===== config.mk =====
export PLATFORM = sky130hd
export DESIGN_NAME = rand_num
export DESIGN_NICKNAME = d
export VERILOG_FILES = /design/src/rtl/rand_num_pkg.sv /design/src/rtl/lfsr_fib.sv /design/src/rtl/rand_num.sv
export SDC_FILE = /design/constraint.sdc
export NUM_CORES = 1
export LEC_CHECK = 0
export ABC_AREA = 1
export CAP_MARGIN = 20
export CORE_UTILIZATION = 59
export CTS_BUF_LIST = sky130_fd_sc_hd__clkbuf_8 sky130_fd_sc_hd__clkbuf_16
export CTS_CLUSTER_SIZE = 14
export DETAILED_ROUTE_END_ITERATION = 10
export GPL_TIMING_DRIVEN = 0
export PLACE_DENSITY_LB_ADDON = 0.05
export SETUP_SLACK_MARGIN = 0.05
export SLEW_MARGIN = 20
export SYNTH_ARGS = -nofsm -noshare
export SYNTH_HDL_FRONTEND = slang
export SYNTH_SLANG_ARGS = --single-unit

===== constraint.sdc =====
create_clock -name clk -period 1.7 [get_ports clk]
set_clock_uncertainty 0.2 [all_clocks]
set_input_delay 0.17 -clock clk [delete_from_list [all_inputs] [get_ports clk]]
set_output_delay 0.17 -clock clk [all_outputs]
set_load 0.1 [all_outputs]

===== src/rtl/rand_num_pkg.sv =====
// Shared constants for the rand_num generator: LFSR widths, feedback tap masks
// and default seeds.
package rand_num_pkg;

  localparam int A_WIDTH = 16;
  localparam int B_WIDTH = 15;

  // A tap bit is set for every state bit that feeds the XOR feedback.
  localparam logic [15:0] A_TAPS = 16'hB400;  // bits 15,13,12,10
  localparam logic [14:0] B_TAPS = 15'h6000;  // bits 14,13

  localparam logic [15:0] A_SEED_DEF = 16'hACE1;
  localparam logic [14:0] B_SEED_DEF = 15'h1234;

  // Output tap shared by both LFSRs for the low bit of the random value.
  localparam int MID_BIT = 7;

endpackage


===== src/rtl/lfsr_fib.sv =====
// Generic Fibonacci LFSR that shifts left every clock and injects the parity
// of the tapped bits into bit 0.
module lfsr_fib #(
  parameter int              WIDTH = 16,
  parameter logic [WIDTH-1:0] TAPS = {WIDTH{1'b1}},
  parameter logic [WIDTH-1:0] SEED = {{(WIDTH-1){1'b0}}, 1'b1}
) (
  input  logic             clk,
  input  logic             rst_n,
  output logic [WIDTH-1:0] o_state
);

  // An all-zero state would never leave zero, so a zero seed is replaced by 1.
  localparam logic [WIDTH-1:0] SEED_NZ =
    (SEED == {WIDTH{1'b0}}) ? {{(WIDTH-1){1'b0}}, 1'b1} : SEED;

  logic [WIDTH-1:0] r_state;
  logic             w_fb;

  // Feedback bit from the tapped state bits.
  always_comb begin
    w_fb = ^(r_state & TAPS);
  end

  // State register, seeded asynchronously while reset is held.
  always_ff @(posedge clk or negedge rst_n) begin
    if (!rst_n) begin
      r_state <= SEED_NZ;
    end else begin
      r_state <= {r_state[WIDTH-2:0], w_fb};
    end
  end

  assign o_state = r_state;

endmodule


===== src/rtl/rand_num.sv =====
// Two-bit pseudo-random source built from two coprime-period LFSRs whose bits
// are XOR-combined into a registered output.
module rand_num
  import rand_num_pkg::*;
#(
  parameter logic [A_WIDTH-1:0] SEED_A = A_SEED_DEF,
  parameter logic [B_WIDTH-1:0] SEED_B = B_SEED_DEF
) (
  input  logic       clk,
  input  logic       rst_n,
  output logic [1:0] o_rand
);

  logic [A_WIDTH-1:0] w_a;
  logic [B_WIDTH-1:0] w_b;
  logic [1:0]         w_rand_nxt;
  logic [1:0]         r_rand;

  lfsr_fib #(
    .WIDTH (A_WIDTH),
    .TAPS  (A_TAPS),
    .SEED  (SEED_A)
  ) u_lfsr_a (
    .clk     (clk),
    .rst_n   (rst_n),
    .o_state (w_a)
  );

  lfsr_fib #(
    .WIDTH (B_WIDTH),
    .TAPS  (B_TAPS),
    .SEED  (SEED_B)
  ) u_lfsr_b (
    .clk     (clk),
    .rst_n   (rst_n),
    .o_state (w_b)
  );

  // Combine the current (pre-shift) LFSR states into the next output value.
  always_comb begin
    w_rand_nxt = {w_a[A_WIDTH-1] ^ w_b[B_WIDTH-1], w_a[MID_BIT] ^ w_b[MID_BIT]};
  end

  // Output register keeps the value stable between edges.
  always_ff @(posedge clk or negedge rst_n) begin
    if (!rst_n) begin
      r_rand <= 2'b00;
    end else begin
      r_rand <= w_rand_nxt;
    end
  end

  assign o_rand = r_rand;

endmodule


* Word level (Yosys, flattened, before mapping)
Index checks and enable logic that the tools add are counted.
** Storage, ports and cells
- Output and inout bits :: 2
- Bits of input ports :: 2
- Bits in registers :: 33
- Logic and storage cells :: 7
- Bits in latches :: 0
- Memory bits (read-only) :: 0
- Memories :: 0
- Memory bits (writable) :: 0
** Operators by class
- Multiplexer cells :: 0
- Order comparisons :: 0
- Multiply operators :: 0
- Reductions and logical operators :: 2
- Bitwise logic cells :: 2
- Add/sub/neg operators :: 0
- Shift operators :: 0
- Divide/modulo/power cells :: 0
- Eq/ne operators :: 0
** Operators with widths (count)
- $reduce_xor 16->1 :: 1
- $reduce_xor 15->1 :: 1
- $xor 1x1->1 :: 2

* Logic depth before layout (Yosys ltp)
- Word-level depth :: 1
- Gate-level depth with buffers :: 5
- Mapped depth without buffers :: 5

* Cells and area by module
A second synthesis with hierarchy kept.
** Second synthesis, totals
- Cells, all modules :: 65
- Area, all modules :: 969.7 sq um
** By module, submodules not included
- lfsr_fib at u_lfsr_a :: times used 1, cells each 33, area each 481.7 sq um, seq. area each 410.4 sq um
- lfsr_fib at u_lfsr_b :: times used 1, cells each 20, area each 400.4 sq um, seq. area each 381.6 sq um
- rand_num :: times used 1, cells each 12, area each 87.6 sq um, seq. area each 50.0 sq um

* Worst setup path before layout
No wires, ideal clock.
- Path kind :: register to output
- Start :: register r_rand[0] (netlist: o_rand[0])
- End :: output o_rand[0]
- Cell stages (with the launch flop) :: 1
- Data arrival time :: 883 ps
- Buffers on the path :: 0
- Data required time :: 1330 ps
- Path slack :: 447 ps
- Cells stage by stage :: dfrtp_1
** RTL lines
- start: declaration :: line rand_num.sv:17 : logic [1:0] r_rand;
- start signal: assignment :: line rand_num.sv:49 : r_rand <= w_rand_nxt;
- end: declaration :: line rand_num.sv:11 : output logic [1:0] o_rand
No word-level cell between the ends.

* Final worst setup path
- Start :: register r_rand[1] (netlist: o_rand[1])
- End :: output o_rand[1]
No word-level cell between the ends.

==> summary.txt <==
Final Util -> 73.6%
Net Count, Synth -> 55
CTS tree -> built
Crit Path Category -> register to output port
Die area -> 0.00175 sq mm
HPWL Detailed -> 689 um
Clock sink total -> 33
Fill count -> 98
Flops & latches, synth -> 33
Placer Congestion -> 0.647
Vias -> 390
H-tree depth -> 2
# placed instances -> 72
Yosys warnings -> 0
Clk buf depth -> 2
Sequential element share of the synthesized area -> 89.9%
Remaining Overflow, GRT -> 0
Total power -> 0.00142 W
Final ANT Viol Nets -> 0
Pre-CTS worst setup slack -> -0.117 ns
Die height -> 41.9 um
Share of layout cells above drive strength 1 -> 36.9%
Finished Cell Area -> 0.00110 sq mm
Critical path arrival -> 1.16 ns
Reg2reg end -> u_lfsr_a.o_state[0]
Final slew viol count -> 0
Yosys cell types -> 7
Min Tclk post-route -> 1.53 ns
Post-Synthesis Cells -> 53
Starting density of the core -> 62.9%
Critical Path Fanout Max -> 1
Nets -> 66
R2R depth -> 5
Hold path depth -> 0
Critical Path End Type -> output port
Clock tree root buffer cell -> clkbuf_8
Peak supply drop -> 0.976 mV
Hold Crit Class -> register to register
Pleak -> 0.552 nW
Input/output buffers -> 3
FMAX -> 655 MHz
Crit-path max cell delay -> 0.55 ns
Maxcap violations -> 0
Core Box Area -> 0.00149 sq mm
Post-DR vias/cell -> 4.81
Startpoint Class -> register
Crit path buffers/inverters -> 1
CP top delay family -> buffers and inverters
First-pass GRT wire length -> 2160 um
DRC -> 0
Final Hold Fails -> 0
RSZ-0062 raised after global routing -> false
End of the worst hold path -> u_lfsr_a.o_state[4]
Worst slew margin -> 55.3%
Routed WL -> 1210 um
Avg Inst Size Synth -> 17.7 sq um
Final setup margin -> 0.172 ns
Clock latency at the later pin of the worst-skew pair -> 0.28 ns
Reg2reg setup slack -> 0.57 ns
Postcts setup bufs -> 0
Die Width -> 41.9 um
Data required, critical path -> 1.33 ns
Fin crit share -> 89.9%
Ant. Diodes -> 0
First-pass DRT Iterations -> 4
Row count -> 14
Num CTS Buffers -> 5
GRT Resource Usage Total -> 19.1%
Drt wl/cell -> 15.0 um
Pin count of the biggest net entering global routing -> 34
Slowest-stage cell, CP -> clkdlybuf4s15_2
Hold_sp -> u_lfsr_a.o_state[3]
Reg2reg start -> u_lfsr_a.o_state[15]
Clk pin slew, worst setup/hold paths -> 0.06 ns
PD cells -> 1300 mW/mm^2
Tightest Pin Transition -> 0.670 ns
Instance area at placement -> 982 sq um
Initial antenna violation count -> 0
Ports -> 4
1st-iter DRT viols -> 4
Post-Layout Cell Count -> 81
Status -> complete, no violations
Post-synthesis cell area -> 937 sq um
CP cell instances -> clkdlybuf4s15_2
Count of final setup violators -> 0
Vias in the first global route -> 459
Area Growth Syn to Fin -> 17.0%
-- per-layer routing --
| layer | vias up | routed length, um | GRT usage [%] |
|---|---|---|---|
| met5 | - | 0 | 0 |
| met4 | 0 | 16 | 7.74 |
| met3 | 2 | 73 | 11.7 |
| met2 | 10 | 538 | 24.4 |
| met1 | 202 | 585 | 26.7 |
| li1 | 176 | - | - |
-- cell type report --
class	instances	area, sq um	area share [%]
timing repair buffer	4	37.5	3.42
multi-input combinational	15	76.3	6.96
clock buffer	7	96.3	8.79
clock inverter	1	5.00	0.457
inverter	5	18.8	1.71
tap	16	20.0	1.83
sequential	33	842	76.8
-- synth_stat cells (all sizes together) --
library cell / count / share of area (%)
nor2: 2 / 0.80
nand2: 9 / 3.6
inv: 5 / 2.0
xor2: 3 / 2.8
dfrtp: 20 / 53
xnor2: 1 / 0.93
dfstp: 13 / 36
-- through the flow --
stage,TNS [ns],hold WS (ns)
after floorplan,0,-0.326
after global placement,-2.42,0.136
after detailed placement,-0.218,0.0387
after CTS,0,0.150
after global routing,0,0.155
final,0,0.147
-- repair_timing --
action                                 in CTS  in global routing
resized for setup                           6                  0
endpoints found under the hold margin      20                  0
hold buffers                                1                  0
setup endpoints to repair                   2                  0
-- power breakdown --
part | leakage [nW] | total (W) | switching [W] | internal (W)
Clock | 0.0542 | 0.000617 | 0.000252 | 0.000365
Combinational | 0.0842 | 0.0000159 | 0.0000136 | 0.00000230
Sequential | 0.414 | 0.000787 | 0 | 0.000787
Total | 0.552 | 0.00142 | 0.000266 | 0.00115
-- cell families (layout without fill, tap and decap cells) --
group | count (synthesis) | after routing | share of synthesized area (%)
xor+xnor | 4 | 4 | 3.74
buf+inv | 5 | 17 | 2.00
flops | 33 | 33 | 89.9
simple gates | 11 | 11 | 4.41
-- registers in the layout, summed over array words and instances, names as in the netlist --
name / count
u_lfsr_a.o_state: 16
u_lfsr_b.o_state: 15
o_rand: 2
-- how the worst max path moves through the flow --
stage,startpoint,to,slack (ns),depth (start not counted)
finish,o_rand[1],o_rand[1],0.17,1
global route,o_rand[1],o_rand[1],0.12,1
CTS,o_rand[1],o_rand[1],0.15,1
detailed placement,o_rand[1],o_rand[1],-0.12,1
global placement,rst_n,u_lfsr_a.o_state[12],-0.11,1
floorplan,o_rand[0],o_rand[0],0.45,0
-- cells in the final DEF (no fill, tap or decap), drive strengths merged --
cell type and instances:
buf 1, clkbuf 7, clkdlybuf4s15 2, clkinv 1, dfrtp 20, dfstp 13
dlygate4sd3 1, inv 5, nand2 9, nor2 2, xnor2 1, xor2 3
No activity file was read; power rests on OpenSTA's default activity.
